File: src/rtl/io_stage_pkg.sv
// Shared type definitions for the memory-response (IO) stage.
//   cpu_core_params  : core data widths and load_type encodings
//   exe_stage_params : EXE -> IO pipeline bus
//   io_stage_params  : IO -> WB bus, IO -> ID back-pass bus, response FSM states
package cpu_core_params;
  typedef logic [31:0] CpuData;
  typedef logic [31:0] ProgramCount;

  localparam logic [2:0] LB  = 3'd0;
  localparam logic [2:0] LBU = 3'd1;
  localparam logic [2:0] LH  = 3'd2;
  localparam logic [2:0] LHU = 3'd3;
  localparam logic [2:0] LW  = 3'd4;
  localparam logic [2:0] LWL = 3'd5;
  localparam logic [2:0] LWR = 3'd6;
endpackage

package exe_stage_params;
  import cpu_core_params::*;

  typedef struct packed {
    logic        valid;
    ProgramCount program_count;
    logic        register_file_write_enabled;
    logic [4:0]  register_file_address;
    logic        memory_read;
    logic [2:0]  load_type;
    logic [1:0]  address_low;
    CpuData      alu_result;
    CpuData      rt_value;
  } EXEToIOData;
endpackage

package io_stage_params;
  import cpu_core_params::*;

  typedef struct packed {
    logic        valid;
    ProgramCount program_count;
    logic        register_file_write_enabled;
    logic [4:0]  register_file_address;
    logic [3:0]  register_file_write_strobe;
    CpuData      final_result;
  } IOToWBData;

  typedef struct packed {
    logic       valid;
    logic       data_pending;
    logic [4:0] write_register;
    logic [3:0] write_strobe;
    CpuData     write_data;
  } IOToIDBackPassData;

  typedef enum logic [1:0] {
    IDLE = 2'd0,
    WAIT = 2'd1,
    HOLD = 2'd2
  } IoRespState;
endpackage

File: src/rtl/io_stage_load_aligner.sv
// load_aligner: combinational extraction/alignment of load data.
//   load_data   : raw 32-bit word from the data SRAM (or the response buffer)
//   address_low : byte offset of the load address
//   load_type   : LB/LBU/LH/LHU/LW/LWL/LWR encoding
//   final_data  : aligned, extended value to write back
//   strobe      : byte lanes of the destination register to update
module load_aligner
  import cpu_core_params::*;
(
  input  CpuData     load_data,
  input  logic [1:0] address_low,
  input  logic [2:0] load_type,
  output CpuData     final_data,
  output logic [3:0] strobe
);

  logic [7:0]  byte_val;
  logic [15:0] half_val;
  logic [4:0]  lwl_shift;
  logic [4:0]  lwr_shift;

  assign byte_val  = load_data[{address_low, 3'b000} +: 8];
  assign half_val  = address_low[1] ? load_data[31:16] : load_data[15:0];
  assign lwl_shift = {2'd3 - address_low, 3'b000};
  assign lwr_shift = {address_low, 3'b000};

  always_comb begin
    final_data = load_data;
    strobe     = 4'b1111;
    case (load_type)
      LB:  final_data = {{24{byte_val[7]}}, byte_val};
      LBU: final_data = {24'd0, byte_val};
      LH:  final_data = {{16{half_val[15]}}, half_val};
      LHU: final_data = {16'd0, half_val};
      LW:  final_data = load_data;
      // Unaligned pair: only the lanes covered by this access are written,
      // WB merges the rest from the old register value.
      LWL: begin
        final_data = load_data << lwl_shift;
        strobe     = 4'b1111 << (2'd3 - address_low);
      end
      LWR: begin
        final_data = load_data >> lwr_shift;
        strobe     = 4'b1111 >> address_low;
      end
      default: begin
        final_data = load_data;
        strobe     = 4'b1111;
      end
    endcase
  end

endmodule

File: src/rtl/io_stage.sv
// io_stage: memory-response stage of the 5-stage MIPS pipeline.
// Holds one instruction from EXE, waits for the data-SRAM response of a load,
// aligns the load data and forwards the result to WB and back to ID.
//   clock, reset            : clock, synchronous active-high reset
//   io_allow_in             : IO can accept an EXE instruction this cycle
//   exe_to_io_bus           : instruction from EXE
//   wb_allow_in             : WB can accept an instruction
//   io_to_wb_bus            : result, strobe and destination to WB
//   io_to_id_back_pass_bus  : forwarding / stall information for ID
//   data_sram_data_ok       : one response per issued load
//   data_sram_rdata         : response read data
//
// state | meaning
// IDLE  | no response owed to the instruction in IO
// WAIT  | load in IO, response not yet returned
// HOLD  | response returned while WB stalled; data held in resp_buffer
module io_stage
  import cpu_core_params::*;
  import exe_stage_params::*;
  import io_stage_params::*;
(
  input  logic              clock,
  input  logic              reset,
  output logic              io_allow_in,
  input  EXEToIOData        exe_to_io_bus,
  input  logic              wb_allow_in,
  output IOToWBData         io_to_wb_bus,
  output IOToIDBackPassData io_to_id_back_pass_bus,
  input  logic              data_sram_data_ok,
  input  CpuData            data_sram_rdata
);

  logic       io_valid;
  EXEToIOData io_data;
  IoRespState state;
  CpuData     resp_buffer;

  logic       io_ready_go;
  logic       capture;
  logic       capture_load;
  CpuData     load_data;
  CpuData     aligned_data;
  logic [3:0] aligned_strobe;
  CpuData     final_result;
  logic [3:0] write_strobe;
  logic       unused_payload;

  assign io_ready_go  = !io_data.memory_read || (state == HOLD)
                        || (state == WAIT && data_sram_data_ok);
  assign io_allow_in  = !io_valid || (io_ready_go && wb_allow_in);
  assign capture      = io_allow_in && exe_to_io_bus.valid;
  assign capture_load = capture && exe_to_io_bus.memory_read;

  always_ff @(posedge clock) begin
    if (capture) io_data <= exe_to_io_bus;
  end

  always_ff @(posedge clock) begin
    if (reset) begin
      io_valid    <= 1'b0;
      state       <= IDLE;
      resp_buffer <= '0;
    end else begin
      if (io_allow_in) io_valid <= exe_to_io_bus.valid;
      case (state)
        IDLE: if (capture_load) state <= WAIT;
        WAIT: begin
          if (data_sram_data_ok) begin
            if (wb_allow_in) begin
              state <= capture_load ? WAIT : IDLE;
            end else begin
              state       <= HOLD;
              resp_buffer <= data_sram_rdata;
            end
          end
        end
        HOLD: if (wb_allow_in) state <= capture_load ? WAIT : IDLE;
        default: state <= IDLE;
      endcase
    end
  end

  // The SRAM only presents rdata in the data_ok cycle, so a stalled response
  // has to come from the buffer.
  assign load_data = (state == HOLD) ? resp_buffer : data_sram_rdata;

  load_aligner u_load_aligner (
    .load_data   (load_data),
    .address_low (io_data.address_low),
    .load_type   (io_data.load_type),
    .final_data  (aligned_data),
    .strobe      (aligned_strobe)
  );

  assign final_result = io_data.memory_read ? aligned_data : io_data.alu_result;
  assign write_strobe = !io_data.register_file_write_enabled ? 4'b0000
                        : (io_data.memory_read ? aligned_strobe : 4'b1111);

  assign io_to_wb_bus.valid                       = io_valid && io_ready_go;
  assign io_to_wb_bus.program_count               = io_data.program_count;
  assign io_to_wb_bus.register_file_write_enabled = io_data.register_file_write_enabled;
  assign io_to_wb_bus.register_file_address       = io_data.register_file_address;
  assign io_to_wb_bus.register_file_write_strobe  = write_strobe;
  assign io_to_wb_bus.final_result                = final_result;

  assign io_to_id_back_pass_bus.valid =
    io_valid && io_data.register_file_write_enabled;
  assign io_to_id_back_pass_bus.data_pending =
    io_to_id_back_pass_bus.valid && io_data.memory_read && !io_ready_go;
  assign io_to_id_back_pass_bus.write_register = io_data.register_file_address;
  assign io_to_id_back_pass_bus.write_strobe   = write_strobe;
  assign io_to_id_back_pass_bus.write_data     = final_result;

  // rt_value is merged in WB, and the captured valid is tracked by io_valid.
  assign unused_payload = ^{io_data.rt_value, io_data.valid};

endmodule

File: config.mk
export PLATFORM = sky130hd
export DESIGN_NAME = io_stage
export DESIGN_NICKNAME = d
export VERILOG_FILES = /design/src/rtl/io_stage_pkg.sv /design/src/rtl/io_stage_load_aligner.sv /design/src/rtl/io_stage.sv
export SDC_FILE = /design/constraint.sdc
export NUM_CORES = 1
export LEC_CHECK = 0
export CAP_MARGIN = 15
export CELL_PAD_IN_SITES_DETAIL_PLACEMENT = 0
export CELL_PAD_IN_SITES_GLOBAL_PLACEMENT = 2
export CORE_UTILIZATION = 28
export CTS_CLUSTER_DIAMETER = 40
export DETAILED_ROUTE_END_ITERATION = 16
export GPL_ROUTABILITY_DRIVEN = 0
export HOLD_SLACK_MARGIN = 0.06
export PLACE_DENSITY = 0.95
export SLEW_MARGIN = 25
export SYNTH_ARGS = -nofsm -noshare
export SYNTH_HDL_FRONTEND = slang
export SYNTH_HIERARCHICAL = 1
export SYNTH_SLANG_ARGS = --single-unit
File: constraint.sdc
create_clock -name clock -period 9.8 [get_ports clock]
set_clock_uncertainty 0.05 [all_clocks]
set_input_delay 2.94 -clock clock [delete_from_list [all_inputs] [get_ports clock]]
set_output_delay 2.94 -clock clock [all_outputs]
set_load 0.01 [all_outputs]
---- Word-level counts from Yosys, hierarchy flattened ----
Cells that the tools add are included.
operators by class
  add/subtract/negate cells ............... 1
  equality and inequality tests ........... 10
  shifts and indexed selects .............. 5
  muxes and demuxes ....................... 13
  bitwise logic cells ..................... 1
  reduce and logical (&&, ||, !) cells .... 18
operators with widths
  operator               count
  $pmux W32 S6           1
  $mux W32               2
  $shiftx A32 B6 Y8      1
  $shl A32 B5 Y32        1
  $shr A32 B5 Y32        1
  $mux W16               1
  $logic_and A1 B1 Y1    8
  $mux W2                4
  $mux W4                2
  $pmux W4 S2            1
  $eq A3 B2 Y1 const B   2
  $eq A3 B3 Y1 const B   2
  $ne A2 B2 Y1 const B   3
  $pmux W2 S3            1
  $reduce_and A3 Y1      2
  $shl A4 B2 Y4 const A  1
  $shr A4 B2 Y4 const A  1
  $eq A3 B1 Y1 const B   1
  $logic_not A1 Y1       3
  $logic_not A3 Y1       1
  $logic_or A1 B1 Y1     3
  $eq A2 B1 Y1 const B   1
  $eq A2 B2 Y1 const B   1
  $logic_not A2 Y1       1
  3 further kinds        3
word-level totals
  bits in registers ....................... 111
  input bits .............................. 145
  output and inout port bits .............. 119
  word-level logic and storage cells ...... 58

---- Logic depth before layout (Yosys ltp) ----
  word-level depth ........................ 11
  depth in mapped cells ................... 12
  mapped depth without buffers ............ 8

---- Modules after synthesis ----
Netlist, hierarchy kept.
modules (own cells, without submodules)
  module        instances  cells each  area an instance (um2)  seq. area each (um2)
  io_stage      1          464         5024.8                  2982.9
  load_aligner  1          212         1536.5                  0.0

---- Least setup slack after synthesis ----
No wires, ideal clock.
  kind .................................... input -> output
  start ................................... in data_sram_rdata[7]
  end ..................................... out io_to_wb_bus[17] (netlist bit)
  arrival time ............................ 4546 ps
  required time ........................... 6810 ps
  setup slack ............................. 2264 ps
  cell stages on the path ................. 9
  path buffers ............................ 2
  cells stage by stage .................... nand2_1 nand2_1 mux4_2 a211oi_1 or3_1 buf_6 a21oi_2 mux2_2 buf_4
RTL lines
  element      line            text
  from (decl)  io_stage.sv:30  input CpuData data_sram_rdata
  to (decl)    io_stage.sv:27  output IOToWBData io_to_wb_bus,

==> flow_metrics.tcl <==
set metrics [dict create \
    status "finished clean" \
    wl_per_cell_microns 18.1 \
    finalNonFillerCells 1123 \
    die_w_microns 155 \
    cts_tree "yes" \
    yosys.area.top_type "edfxtp_1" \
    drc 0 \
    synth_area_leaders "edfxtp_1 (35%), dfxtp_1 (11%), nand2_1 (10%)" \
    dp_cells 1107 \
    p_per_area_nw_per_um2 141 \
    antenna_found_initial 0 \
    cts_setup_buffers 0 \
    grt_pass1_vias 5105 \
    synth_area_sq_um 6560 \
    postSynth.asyncResetShare_pct 0 \
    synth-xor-area-share_pct 0 \
    synthToLayoutAreaGrowth_pct 34.8 \
    cts.sinks 111 \
    ys_warn_count 6 \
    synthTopCellsByCount "nand2_1 (176), buf_4 (85), edfxtp_1 (76)" \
    cts_buffers 9 \
    p_leak_nw 3.24 \
    hold_class "flop to flop" \
    max_stage_delay_ns 0.56 \
    synth_cells 676 \
    diodes 0 \
    netlist.area_leader.share_pct 34.8 \
    setup_tns_ns 0 \
    crit_type "primary input to primary output" \
    cts_hold_buffers 0 \
    num-nets-final 950 \
    die_h_microns 155 \
    firstDrtPassIters 5 \
    grtUsageTotal_pct 16.7 \
    synthMuxAreaShare_pct 11.5 \
    hold_viol_final 0 \
    place_ws_ns 0.921 \
    path_clk_slew_ns 0.08 \
    setup_viol 0 \
    critPathSlowestCell "mux4_2" \
    synth_compound_area_share_pct 14.1 \
    vdd_drop_max_mv 0.0899 \
    synth-seq-cells 111 \
    placement.io_buffers 231 \
    cp_cell_sequence "clkdlybuf4s50_1 > nand2_1 > nand2_1 > mux4_2 > a211oi_1 > or3_1 > a21oi_2 > mux2_2 > clkdlybuf4s50_1" \
    initial_core_util_pct 28.8 \
    floorplan.die_area_sq_um 24000 \
    crit_fanout 8 \
    rows 55 \
    clk_latency_ns 0.36 \
    period_minus_slack_ns 8.91 \
    drive_gt1_share_pct 10.6 \
    viasPerCell 4.66 \
    drv_slew 0 \
    design.core.area_sq_um 22800 \
    synth_nets 821 \
    dpl.hpwl_microns 14600 \
    avgSynthCellArea_sq_um 9.71 \
    max_freq_mhz 112 \
    crit_required_ns 6.81 \
    tightest_slew_ns 1.05 \
    io_pins 264 \
    ys_seq_area_share_pct 45.5 \
    endpoint_kind "primary output" \
    root_buffer "clkbuf_16" \
    drt_iter0_markers 431 \
    fin_util_pct 38.8 \
    synthSimpleGateAreaFrac_pct 16.0 \
    clockBufferDepth 2 \
    h-tree-depth 3 \
    ctsResizeCount 0 \
    arrival_ns 5.92 \
    synth.distinct_cells 56 \
    whs_ns 0.407 \
    via_count 5232 \
    synth_edf_count 76 \
    grt_pass1_wl_microns 30300 \
    rsz0062_at_grt "no" \
    yosysMostFrequentCell "nand2_1" \
    grt_max_degree 77 \
    grt-ovfl-total 0 \
    startpoint_type "primary input" \
    finalWirelength_microns 20300 \
    fin_ws_ns 0.893 \
    drv_cap 0 \
    maxSlewHeadroom_pct 29.1 \
    finalCritPeriodShare_pct 90.9 \
    synth_top_family_by_area "simple AND/OR/NAND/NOR gates" \
    ys_dominant_reg_cell "edfxtp_1" \
    synthAdderAreaFrac_pct 0.153 \
    ant_nets 0 \
]
==> cell type report <==
cell class	instances	area, sq um
Tap cell	313	392
Sequential cell	111	2980
Inverter	8	30.0
Clock inverter	7	83.8
Clock buffer	9	225
Multi-Input combinational cell	435	2750
Fill cell	2287	13900
Timing Repair Buffer	240	2380
==> cells by family (layout without fill, tap and decap cells) <==
| kind of cell | Yosys count | count (layout) |
|---|---|---|
| multiplexers | 69 | 69 |
| AND/OR/NAND/NOR | 240 | 240 |
| AO/OA/AOI/OAI | 125 | 125 |
| adder cells (fa/ha/maj) | 1 | 1 |
| buffers and inverters | 130 | 264 |
| flip-flops | 111 | 111 |
==> stage by stage <==
step / cell area (sq um) / total power, mW
2_1_floorplan: 6560 / 0.729
3_3_place_gp: 8530 / 0.869
3_5_place_dp: 8530 / 0.871
4_1_cts: 8840 / 1.26
5_1_grt: 8850 / 1.30
6_report: 8850 / 1.25
==> final timing paths <==
kind / start / to / slack [ns] / cells after the start
worst max-delay path: data_sram_rdata[23] / io_to_id_back_pass_bus[17] / 0.89 / 9
worst min-delay path: resp_buffer[4]$_SDFFE_PP0P_ / resp_buffer[4]$_SDFFE_PP0P_ / 0.41 / 2
worst max register to register: state[0]$_SDFFE_PP0P_ / io_data[33]$_DFFE_PN_ / 6.93 / 6
worst min register to register: resp_buffer[4]$_SDFFE_PP0P_ / resp_buffer[4]$_SDFFE_PP0P_ / 0.41 / 2
==> flip-flops by register name (all words and copies together), names as in the netlist <==
signal	flops
io_data	38
io_to_id_back_pass_bus	5
io_to_wb_bus	33
io_valid	1
resp_buffer	32
state	2
==> report_power, final <==
part | switching, mW | internal, mW
Sequential | 0.0112 | 0.527
Combinational | 0.149 | 0.172
Clock | 0.203 | 0.184
Total | 0.363 | 0.883
==> cells in the final DEF (no fill, tap or decap), types with 14 or more instances in the layout <==
| master | netlist | layout |
|---|---|---|
| nand2_1 | 176 | 176 |
| a22oi_1 | 14 | 14 |
| dfxtp_1 | 35 | 35 |
| nor2_1 | 24 | 24 |
| edfxtp_1 | 76 | 76 |
| mux2i_1 | 28 | 28 |
| mux2_2 | 40 | 40 |
| a21oi_1 | 40 | 40 |
| clkdlybuf4s50_1 | 0 | 231 |
==> critical path, delay by kind of cell <==
kind,cells,cell delay [ns]
muxes,2,0.89
and+or+nand+nor,3,0.76
buffers and inverters,2,0.93
AOI/OAI and AO/OA,2,0.39
==> routing by layer <==
layer	track usage [%]	wire length, microns	up-vias
met2	28.8	10100	175
met1	21.7	9010	2479
met4	3.91	248	0
met3	2.79	974	17
li1	-	-	2561
met5	0	0	-
Note: power is estimated with default switching activity, not from simulation.
